==> config.mk <==
export PLATFORM = sky130hd
export DESIGN_NAME = axicb_grant_tracker
export DESIGN_NICKNAME = d
export VERILOG_FILES = /design/src/rtl/axicb_pkg.sv /design/src/rtl/axicb_scfifo.sv /design/src/rtl/axicb_grant_tracker.sv
export SDC_FILE = /design/constraint.sdc
export NUM_CORES = 1
export LEC_CHECK = 0
export CAP_MARGIN = 20
export CORE_MARGIN = 2
export CORE_UTILIZATION = 60
export CTS_BUF_LIST = sky130_fd_sc_hd__clkbuf_4
export DETAILED_ROUTE_END_ITERATION = 8
export PLACE_DENSITY = 0.88
export SLEW_MARGIN = 25
export SYNTH_ARGS = -nofsm -noshare
export SYNTH_HDL_FRONTEND = slang
export SYNTH_SLANG_ARGS = --single-unit
==> constraint.sdc <==
create_clock -name aclk -period 3.8 [get_ports aclk]
set_input_delay 0.76 -clock aclk [delete_from_list [all_inputs] [get_ports aclk]]
set_output_delay 0.76 -clock aclk [all_outputs]
set_load 0.01 [all_outputs]
==> src/rtl/axicb_pkg.sv <==
`default_nettype none
// ============================================================================
// Module      : axicb_pkg
// Description : Shared constants and helpers for the crossbar grant tracker.
// Revision    : 1.0 - initial release
// ============================================================================
package axicb_pkg;

    localparam int ONEHOT_MAX_W = 16;

    // Counter width able to represent 0..depth inclusive.
    function automatic int cnt_w(input int depth);
        return $clog2(depth) + 1;
    endfunction

    // Index of the lowest set bit; 0 for an all-zero vector.
    function automatic int onehot_to_idx(input logic [ONEHOT_MAX_W-1:0] vec);
        int idx;
        idx = 0;
        for (int i = ONEHOT_MAX_W - 1; i >= 0; i--) begin
            if (vec[i]) begin
                idx = i;
            end
        end
        return idx;
    endfunction

endpackage
`default_nettype wire

==> src/rtl/axicb_scfifo.sv <==
`default_nettype none
// ============================================================================
// Module      : axicb_scfifo
// Description : Generic synchronous FIFO with wrap-bit pointers and occupancy.
// Revision    : 1.0 - initial release
// ============================================================================
module axicb_scfifo
    import axicb_pkg::*;
#(
    parameter int WIDTH = 4,
    parameter int DEPTH = 8
) (
    input  logic                      aclk,
    input  logic                      aresetn,
    input  logic                      srst,
    input  logic                      i_push,
    input  logic                      i_pop,
    input  logic [WIDTH-1:0]          i_wdata,
    output logic [WIDTH-1:0]          o_rdata,
    output logic                      o_full,
    output logic                      o_empty,
    output logic [cnt_w(DEPTH)-1:0]   o_count
);

    localparam int ADDR_W = $clog2(DEPTH);
    localparam int CNT_W  = cnt_w(DEPTH);

    logic [WIDTH-1:0] r_mem [DEPTH];
    logic [CNT_W-1:0] r_wr_ptr;
    logic [CNT_W-1:0] r_rd_ptr;
    logic             w_full;
    logic             w_empty;
    logic             w_do_push;
    logic             w_do_pop;

    // Same slot index with opposite wrap bits means the writer lapped the reader.
    assign w_full  = (r_wr_ptr[CNT_W-1] != r_rd_ptr[CNT_W-1]) &&
                     (r_wr_ptr[ADDR_W-1:0] == r_rd_ptr[ADDR_W-1:0]);
    assign w_empty = (r_wr_ptr == r_rd_ptr);

    assign w_do_push = i_push & ~w_full;
    assign w_do_pop  = i_pop & ~w_empty;

    always_ff @(posedge aclk or negedge aresetn) begin
        if (!aresetn) begin
            r_wr_ptr <= '0;
            r_rd_ptr <= '0;
        end else if (srst) begin
            r_wr_ptr <= '0;
            r_rd_ptr <= '0;
        end else begin
            if (w_do_push) begin
                r_wr_ptr <= r_wr_ptr + 1'b1;
            end
            if (w_do_pop) begin
                r_rd_ptr <= r_rd_ptr + 1'b1;
            end
        end
    end

    always_ff @(posedge aclk) begin
        if (w_do_push) begin
            r_mem[r_wr_ptr[ADDR_W-1:0]] <= i_wdata;
        end
    end

    assign o_rdata = r_mem[r_rd_ptr[ADDR_W-1:0]];
    assign o_full  = w_full;
    assign o_empty = w_empty;
    assign o_count = r_wr_ptr - r_rd_ptr;

endmodule
`default_nettype wire

==> src/rtl/axicb_grant_tracker.sv <==
`default_nettype none
// ============================================================================
// Module      : axicb_grant_tracker
// Description : Records arbiter grants in order and steers responses back.
// Revision    : 1.0 - initial release
// ============================================================================
module axicb_grant_tracker
    import axicb_pkg::*;
#(
    parameter int REQ_NB = 4,
    parameter int DEPTH  = 8
) (
    input  logic                      aclk,
    input  logic                      aresetn,
    input  logic                      srst,
    input  logic [REQ_NB-1:0]         req_grant,
    input  logic                      req_push,
    output logic                      req_ready,
    input  logic                      rsp_valid,
    input  logic                      rsp_last,
    output logic                      rsp_ready,
    output logic [REQ_NB-1:0]         rsp_valid_o,
    input  logic [REQ_NB-1:0]         rsp_ready_i,
    output logic [REQ_NB-1:0]         rsp_sel,
    output logic [cnt_w(DEPTH)-1:0]   count
);

    logic [REQ_NB-1:0] w_head;
    logic              w_full;
    logic              w_empty;
    logic              w_push;
    logic              w_pop;

    assign req_ready = ~w_full;
    assign w_push    = req_push & req_ready & (|req_grant);

    axicb_scfifo #(
        .WIDTH (REQ_NB),
        .DEPTH (DEPTH)
    ) u_fifo (
        .aclk    (aclk),
        .aresetn (aresetn),
        .srst    (srst),
        .i_push  (w_push),
        .i_pop   (w_pop),
        .i_wdata (req_grant),
        .o_rdata (w_head),
        .o_full  (w_full),
        .o_empty (w_empty),
        .o_count (count)
    );

    // Storage is not reset, so the head must be masked while empty.
    assign rsp_sel     = w_empty ? '0 : w_head;
    assign rsp_valid_o = rsp_sel & {REQ_NB{rsp_valid}};
    assign rsp_ready   = |(rsp_sel & rsp_ready_i);
    assign w_pop       = rsp_valid & rsp_ready & rsp_last;

    a_grant_onehot: assert property (@(posedge aclk) disable iff (!aresetn || srst)
        req_push |-> $onehot0(req_grant));

    a_no_push_full: assert property (@(posedge aclk) disable iff (!aresetn || srst)
        w_full |-> !w_push);

    a_sel_onehot: assert property (@(posedge aclk) disable iff (!aresetn || srst)
        (rsp_sel == '0) ||
        (ONEHOT_MAX_W'(rsp_sel) == (ONEHOT_MAX_W'(1) << onehot_to_idx(ONEHOT_MAX_W'(rsp_sel)))));

endmodule
`default_nettype wire

-- Word level (Yosys, flattened, before mapping)
Memories as Yosys holds them, arrays and structs flattened.
Index checks and enable logic that the tools add are counted.
- add/sub/neg operators: 3
- $mul: 0
- divide/modulo/power cells: 0
- $lt $le $gt $ge: 0
- equal/unequal tests: 3
- shift-type cells: 0
- multiplexer cells: 7
- bitwise logic cells: 10
- reduce and logical (&&, ||, !) cells: 5
- operators by type and width (operator ; count):
    $mux 4 ; 5
    $add 4x1->4 const B ; 2
    $and 4x4->4 ; 2
    $reduce_or 4->1 ; 2
    $and 1x1->1 ; 6
    $eq 4x4->1 ; 1
    $reduce_bool 2->1 ; 2
    $sub 4x4->4 ; 1
    $eq 3x3->1 ; 1
    $mux 1 ; 2
    $not 1->1 ; 2
    $logic_and 1x1->1 ; 1
    $ne 1x1->1 ; 1
- register bits: 8
- bits in latches: 0
- bits in writable memories: 32
- ROM bits: 0
- word-level logic and storage cells: 31
- memories kept: 1
- memories (memory ; depth ; width ; rd ports ; clocked after Yosys merged registers in ; write ports ; RTL line ; RTL):
    u_fifo.r_mem ; 8 ; 4 ; 1 ; 0 ; 1 ; axicb_scfifo.sv:28 ; logic [WIDTH-1:0] r_mem [DEPTH];

-- Longest topological paths before layout
Gate-level depths: netlist (run 1).
- depth after elaboration: 9
- depth in mapped cells: 9
- gate-level depth less buffers: 8

-- By module
A second synthesis (run 1) with hierarchy kept.
- cell total of the unflattened synthesis: 138
- area total of the unflattened synthesis: 1916.8 um^2
- modules (own cells, without submodules) (module ; instances ; cells an instance ; area each (um^2) ; seq. area each (um^2)):
    axicb_scfifo ; 1 ; 121 ; 1810.5 ; 1161.1
    axicb_grant_tracker ; 1 ; 17 ; 106.4 ; 0.0

-- Least setup slack after synthesis (run 1)
No wires, ideal clock.
- path kind: register -> output
- start point: reg u_fifo.r_rd_ptr[2]
- end point: out rsp_valid_o[3]
- arrival time: 1763 ps
- required time: 3040 ps
- slack: 1277 ps
- cell stages (with the launch flop): 7
- buffers on the path: 0
- path through: dfrtp_1 inv_1 ha_1 and3_1 or2b_2 and4b_1 and2_1
- longest elaborated chain between the ends: 3
- RTL lines (what ; RTL line ; RTL):
    start, declared ; axicb_scfifo.sv:30 ; logic [CNT_W-1:0] r_rd_ptr;
    start signal, assigned ; axicb_scfifo.sv:56 ; r_rd_ptr <= r_rd_ptr + 1'b1;
    $mem_v2 8x4 / $eq 4x4->1 (equally long branches) ; - ;
    $mux 4 (*) ; axicb_grant_tracker.sv:54 ; assign rsp_sel = w_empty ? '0 : w_head;
    via rsp_sel[3] ; axicb_grant_tracker.sv:24 ; output logic [REQ_NB-1:0] rsp_sel,
    $and 4x4->4 (*) ; axicb_grant_tracker.sv:55 ; assign rsp_valid_o = rsp_sel & {REQ_NB{rsp_valid}};
    end, declared ; axicb_grant_tracker.sv:22 ; output logic [REQ_NB-1:0] rsp_valid_o,
The timed path passes the listed nets; every way through them passes the cells marked *.

-- Worst setup path after layout (run 1)
- start point: reg u_fifo.r_rd_ptr[2]
- end point: out rsp_ready
- longest elaborated chain between the ends: 4
- RTL lines (what ; RTL line ; RTL):
    $mem_v2 8x4 / $eq 4x4->1 (equally long branches) ; - ;
    $mux 4 (*) ; axicb_grant_tracker.sv:54 ;
    $and 4x4->4 (*) ; axicb_grant_tracker.sv:56 ; assign rsp_ready = |(rsp_sel & rsp_ready_i);
    $reduce_or 4->1 (*) ; axicb_grant_tracker.sv:56 ;
    end, declared ; axicb_grant_tracker.sv:21 ; output logic rsp_ready,
Every way passes the cells marked *; elsewhere a longest branch is shown, timed or not.

==> results of run 1 <==
## worst paths after layout
path / start / to / slack (ns)
worst max-delay path: u_fifo.r_rd_ptr[2] / rsp_ready / 0.21
worst min-delay path: u_fifo.r_rd_ptr[3] / u_fifo.r_rd_ptr[3] / 0.62
worst max register to register: u_fifo.r_rd_ptr[2] / u_fifo.r_wr_ptr[3] / 1.16
worst min register to register: u_fifo.r_rd_ptr[3] / u_fifo.r_rd_ptr[3] / 0.62
max in group asynchronous: aresetn / u_fifo.r_wr_ptr[0] / 2.86
min in group asynchronous: aresetn / u_fifo.r_wr_ptr[3] / 0.68
## worst max-delay path, delay by kind of cell (launching register included)
family	cells	cell delay, ns
flip-flops	1	0.47
AND/OR/NAND/NOR	4	1.05
adder cells (fa/ha/maj)	1	0.36
buffers and inverters	3	0.59
## synthesized netlist by cell type (3+ instances only)
cell type | instances | area (sq um)
nor2b_1 | 3 | 18.8
nand2_1 | 10 | 37.5
edfxtp_1 | 32 | 961
a21oi_1 | 6 | 30.0
o21ai_1 | 3 | 15.0
ha_1 | 5 | 62.6
nand4_1 | 4 | 25.0
dfrtp_1 | 8 | 200
xor2_1 | 3 | 26.3
and2_1 | 5 | 31.3
and3_1 | 3 | 18.8
mux2i_1 | 12 | 120
a22oi_1 | 3 | 22.5
nor2_1 | 10 | 37.5
inv_1 | 7 | 26.3
## stage by stage
stage          instances  hold slack [ns]  total power, mW  worst slack [ns]  instance area, sq um
2_1_floorplan        151            0.464            0.583              1.28                  1970
3_3_place_gp         219            0.590            0.640             0.714                  2260
3_5_place_dp         219            0.608            0.645             0.641                  2260
4_1_cts              227            0.623            0.918             0.215                  2340
5_1_grt              227            0.655            0.953            0.0382                  2340
6_report             227            0.624            0.909             0.215                  2340
## layout make-up
class	count	share of cell area
tap	44	0.0236
multi-input combinational	99	0.313
timing repair buffer	28	0.119
clock buffer	5	0.0161
clock inverter	3	0.0182
inverter	8	0.0129
sequential	40	0.497
## logic make-up after synthesis
logic type               after synthesis
XOR/XNOR                               6
flip-flops                            40
buffers and inverters                 12
AND/OR/NAND/NOR                       50
AO/OA/AOI/OAI                         21
multiplexers                          16
adder cells (fa/ha/maj)                6
## layer usage
layer  up-vias  GRT usage
li1        623          -
met2        41      0.375
met3         2     0.0756
met4         0     0.0621
met1       622      0.302
met5         -          0
## registers in the layout, indices dropped and copies added (netlist names)
register and count:
u_fifo.r_rd_ptr 4, u_fifo.r_wr_ptr 4, u_fifo.r_mem 32
## power by group
part | switching, mW | internal (mW)
clock network | 0.135 | 0.137
registers | 0.00615 | 0.485
logic | 0.0731 | 0.0719
total | 0.214 | 0.694
==> summary.txt, run 1 <==
Global route
  – First-pass GRT wire length: between 6 and 7 mm
  – Maximum number of pins on one net before global-route repair: 22
  – Global-route congestion overflow total: 0
  – Number of antenna violations at the first check in global routing: 0
  – Vias in the first global route: 1,258
  – Total global-route track usage: 0.232

Synth
  – Number of flops mapped to enable cells by yosys: 32
  – Total of warnings raised by yosys: 0
  – #FFs+latches synth: 40
  – Distinct cell type count after synthesis: 43
  – Post-Synth Simple-Gate Area: 0.140
  – Post-synthesis mux area share: 0.0839
  – XOR/XNOR share of the synthesized area: 0.0305
  – Synthesized area per cell: 13.0 sq um
  – Most used flip-flop cell after synthesis: edfxtp_1
  – Total standard cell area after synthesis: 1970 sq um
  – Largest family of logic cells by synthesized area: simple AND/OR/NAND/NOR gates
  – Syn Inst Count: 151
  – Asr flop ratio synth: 0.200
  – Portion of the post-synthesis area used by sequential elements: 0.590
  – Synthesized-area fraction occupied by adder cells: 0.0419
  – Synthesized netlist net count: 171
  – Share of the synthesized area in compound gates (AO/OA/AOI/OAI): 0.0756

Die
  – Starting density of the core: 0.640
  – Die area: roughly 3800 sq um
  – Die boundary height: 61.3 um
  – Num ports: 28
  – Horizontal extent of the die: 61.3 um
  – Core area: 3080 sq um
  – Site Rows: 20

Clocking
  – Clock slew at the register clock pins of the worst setup and hold paths: 0.11 ns
  – Clk sinks: 40
  – TritonCTS buffer count: 5
  – CTS root buffer: clkbuf_4
  – Post-CTS setup-driven buffer insertion count: 0
  – Resized Gates After CTS: 0
  – Max Root-Sink Buffers: 2
  – CTS H-tree depth: 2
  – CTS Hold Bufs: 0
  – TritonCTS clock tree: done
  – Clock latency on the worst-skew pair: 0.34 ns

Routing
  – Top metal layer carrying routed signals: met4
  – Length of routed met3 wiring: 267 um
  – Initial detailed-routing violation count: 115
  – Antenna-violating nets left: 0
  – Metal2 WL: 1.80 mm
  – Drt via density: ~5.7
  – Number of vias after detailed routing: 1,288
  – Total length of routed wires: 3.76 mm
  – Routed length per placed instance: 16.5 um
  – Number of search-and-repair iterations in the first detailed-routing pass: 4
  – Remaining DRCs: 0
  – Detailed-routing wirelength on met1: 1.66 mm

Timing
  – Final cycle utilization of the critical path: 0.943
  – Worst clock skew: about 0.0044 ns
  – Maximum clock rate: 279 MHz
  – RSZ-0062 raised after global routing: false
  – Final setup vio count: 0
  – Tightest slew margin relative to the limit: 0.605
  – Least-Margin Pin Slew: 0.588 ns
  – Min cycle time layout: 3.59 ns
  – Count of pins over their slew limit: 0
  – Number of failing hold endpoints at the final stage: 0
  – Final sum of negative setup slack: 0 ns

Worst setup path
  – Type of the worst setup path: flop to output pin
  – Delay of the slowest cell on the worst path: 0.47 ns
  – Worst Path Max Fanout: 9
  – Startpoint class of the critical path: flop
  – Req. time, crit path: 3.04 ns
  – Reg2reg path depth: 8
  – Slowest stage cell on the critical path: dfrtp_1
  – Data arrival at the endpoint of the critical path: between 2 and 3 ns
  – Critical Path, Cell by Cell: inv_1 -> ha_1 -> and3_1 -> or2b_2 -> nand4_1 -> and4_1 -> inv_2 -> clkdlybuf4s50_1
  – Crit. End Element: output pin

Power
  – Worst vdd ir: approximately 0.29 mV
  – Cell area power density: 389 nW/um^2
  – Leakage power: between 0.8 and 0.9 nW

Cells and area
  – Most common cell after layout, fill and taps aside: edfxtp_1
  – Layout Nets: 202
  – Share of post-route cells with drive strength above 1: 0.0765
  – Relative area change from synthesis to final layout: 18.6%
  – Inserted Diodes: 0
  – Most frequent cells in the layout: edfxtp_1 (32), clkdlybuf4s50_1 (27), mux2i_1 (12)
  – Reg area: between 1000 and 1500 sq um
  – Area of the multi-input gates: 732 sq um
  – # fillers: 194
  – Layout Utilization: 0.759

Placed design
  – Post-detailed-placement half-perimeter wirelength: 2.78 mm
  – Port-buffer cells: 27
  – Final weighted congestion in routability-driven placement: 0.834

Min path
  – Hold Crit Depth: 2
  – Class of the tightest hold or removal check: flop to flop

Run status
  – Status: completed

Flow run
  – Max-cap violations: 0
(Power assumes the default switching activity.)
==> run 2: changes to the inputs <==
ABC_AREA = 1   (was default)
PLACE_DENSITY = 0.87   (was 0.88)
==> run 2 against run 1 <==
Utilization shrank 3.3 points. Synthesized cell count up 44%. Final area up 2.9%. Largest cell class unchanged. Non-clock buffer count up 1. Worst hold slack worse by 0.13 ns.
==> summary.txt, run 2 <==
Synth
  – Most used standard cells in the synthesized netlist: nand2_1 (46), inv_1 (33), edfxtp_1 (32)
  – Syn Inst Count: 217
  – Most used flip-flop cell after synthesis: edfxtp_1
  – Synthesized netlist net count: 237
  – Portion of the post-synthesis area used by sequential elements: 0.563
  – Synthesized area per cell: 9.50 sq um
  – Cell taking the most area after synthesis: edfxtp_1
  – Number of flops mapped to enable cells by yosys: 32
  – #FFs+latches synth: 40
  – Total standard cell area after synthesis: between 2000 and 2500 sq um
  – Asr flop ratio synth: 0.200
  – Total of warnings raised by yosys: 0
  – Distinct cell type count after synthesis: 30
  – Synth area leaders: edfxtp_1 (47%), dfrtp_1 (9.7%), nand2_1 (8.4%)
  – Most common cell in the netlist: nand2_1
  – Area share of the leading cell type in the synthesized netlist: 0.466

Cells and area
  – # fillers: 257
  – Layout Nets: 268
  – Inserted Diodes: 0
  – Relative area change from synthesis to final layout: 16.6%
  – Layout Utilization: 0.726
  – Most common cell after layout, fill and taps aside: nand2_1
  – Share of post-route cells with drive strength above 1: 0.0884
  – Most frequent cells in the layout: nand2_1 (46), inv_1 (33), edfxtp_1 (32)
  – Max FFs per register: 32

Timing
  – Maximum clock rate: 292 MHz
  – Least-Margin Pin Slew: 0.555 ns
  – Worst clock skew: 0.00813 ns
  – Number of failing hold endpoints at the final stage: 0
  – Tightest slew margin relative to the limit: 0.627
  – Final sum of negative setup slack: 0 ns
  – Hold Worst Slack: 0.499 ns
  – Count of pins over their slew limit: 0
  – RSZ-0062 raised after global routing: false
  – Final setup vio count: 0
  – Final cycle utilization of the critical path: 0.902
  – Min cycle time layout: 3.43 ns

Routing
  – Antenna-violating nets left: 0
  – Total length of routed wires: 4.37 mm
  – Number of search-and-repair iterations in the first detailed-routing pass: 4
  – Initial detailed-routing violation count: 158
  – Remaining DRCs: 0
  – Routed length per placed instance: 14.8 um
  – Drt via density: 5.43
  – Number of vias after detailed routing: 1,602

Worst setup path
  – Reg2reg path depth: 9
  – Startpoint class of the critical path: flop
  – Worst Path Max Fanout: 9
  – Req. time, crit path: around 3.0 ns
  – Type of the worst setup path: flop to output pin
  – R2r setup slk: 1.38 ns
  – Capturing point of the worst reg2reg path: u_fifo.r_mem[6][2]
  – Data arrival at the endpoint of the critical path: 2.67 ns
  – Crit. End Element: output pin
  – Worst R2R Start: u_fifo.r_rd_ptr[2]

Clocking
  – Clock latency on the worst-skew pair: 0.37 ns
  – Post-CTS setup-driven buffer insertion count: 0
  – Resized Gates After CTS: 0
  – CTS H-tree depth: 2
  – Max Root-Sink Buffers: 2
  – Clock slew at the register clock pins of the worst setup and hold paths: 0.12 ns
  – CTS Hold Bufs: 0
  – TritonCTS buffer count: 5
  – Clk sinks: 40
  – CTS root buffer: clkbuf_4
  – TritonCTS clock tree: done

Die
  – Starting density of the core: 0.623
  – Die area: between 3000 and 4000 sq um
  – Site Rows: 21
  – Die boundary height: 62.6 um
  – Num ports: 28
  – Core area: 3310 sq um
  – Horizontal extent of the die: 62.6 um

Placed design
  – Post-detailed-placement half-perimeter wirelength: 3.22 mm
  – Port-buffer cells: 27
  – Final weighted congestion in routability-driven placement: slightly below 0.9

Flow run
  – Max-cap violations: 0

Global route
  – Global-route congestion overflow total: 0
  – Maximum number of pins on one net before global-route repair: 17
  – Vias in the first global route: 1,559
  – First-pass GRT wire length: 7.31 mm
  – Total global-route track usage: 0.246
  – Number of antenna violations at the first check in global routing: 0

Power
  – Leakage power: 1.06 nW
  – Total chip power: 866 uW
  – Worst vdd ir: 0.232 mV
  – Cell area power density: 360 nW/um^2

Min path
  – HP Start: u_fifo.r_wr_ptr[3]
  – Hold Crit Depth: 1
  – Class of the tightest hold or removal check: flop to flop
  – Worst Hold End: u_fifo.r_wr_ptr[3]

Run status
  – Status: completed
run 2: cell types whose count changed in the layout (fill, tap and decap cells not counted), sizes merged, moves of 5 or more:
| cell | before | now |
|---|---|---|
| mux2i | 12 | 0 |
| nand3 | 2 | 25 |
| and2 | 5 | 0 |
| nor2 | 10 | 24 |
| inv | 8 | 37 |
| nand2 | 10 | 51 |
run 2: cells by family (layout without fill, tap and decap cells):
kind of cell               after synthesis  after routing  synth area share
AOI/OAI and AO/OA                       11             11            0.0322
xor gates and xnor gates                 5              5            0.0212
adders and majority gates                6              6            0.0400
buffers and inverters                   42             74            0.0941
DFF                                     40             40             0.563
and+or+nand+nor                        113            113             0.249
run 2: worst max-delay path, stage by stage, from the launching register on:
cell	delay (ns)
dfrtp_1	0.52
inv_1	0.16
ha_1	0.37
inv_2	0.06
nor3_2	0.17
nand2_2	0.16
nand4_1	0.13
nand2_1	0.08
inv_1	0.08
nand2_2	0.08
clkdlybuf4s50_1	0.48
run 2: stage by stage:
stage | setup WS, ns | instance area, sq um | std cells
after floorplan | 1.48 | 2060 | 217
after global placement | 0.935 | 2350 | 287
after detailed placement | 0.802 | 2350 | 287
after CTS | 0.391 | 2400 | 295
after global routing | 0.182 | 2400 | 295
final | 0.374 | 2400 | 295
run 2: final cells by class:
cell class,instances,area [sq um],share of cell area
flip-flops and latches,40,1160,0.483
repair buffers,29,285,0.119
clock buffers,5,37.5,0.0156
multi-input cells,135,707,0.294
well taps,46,57.6,0.0239
clock inverters,3,17.5,0.00728
inverters,37,139,0.0578
run 2: per-layer routing:
| metal | up-vias | part of all wire | global-route usage |
|---|---|---|---|
| li1 | 773 | - | - |
| met4 | 0 | 0.020 | 0.0944 |
| met1 | 769 | 0.44 | 0.325 |
| met3 | 9 | 0.054 | 0.0523 |
| met2 | 51 | 0.49 | 0.401 |
| met5 | - | 0 | 0 |
run 2: worst max-delay path by stage:
stage                             from         to  slack (ns)  depth (start not counted)
floorplan           u_fifo.r_rd_ptr[1]  rsp_ready        1.48                          9
global placement    u_fifo.r_rd_ptr[2]  rsp_ready        0.93                         10
detailed placement  u_fifo.r_rd_ptr[2]  rsp_ready        0.80                         10
CTS                 u_fifo.r_rd_ptr[2]  rsp_ready        0.39                         10
global route        u_fifo.r_rd_ptr[2]  rsp_ready        0.18                         10
finish              u_fifo.r_rd_ptr[2]  rsp_ready        0.37                         10
run 2: power by group:
group | switching, mW | internal [mW] | leakage [nW] | total [mW]
Clock | 0.146 | 0.0713 | 0.0330 | 0.217
Combinational | 0.0883 | 0.0685 | 0.628 | 0.157
Sequential | 0.00700 | 0.484 | 0.400 | 0.491
Total | 0.241 | 0.624 | 1.06 | 0.866
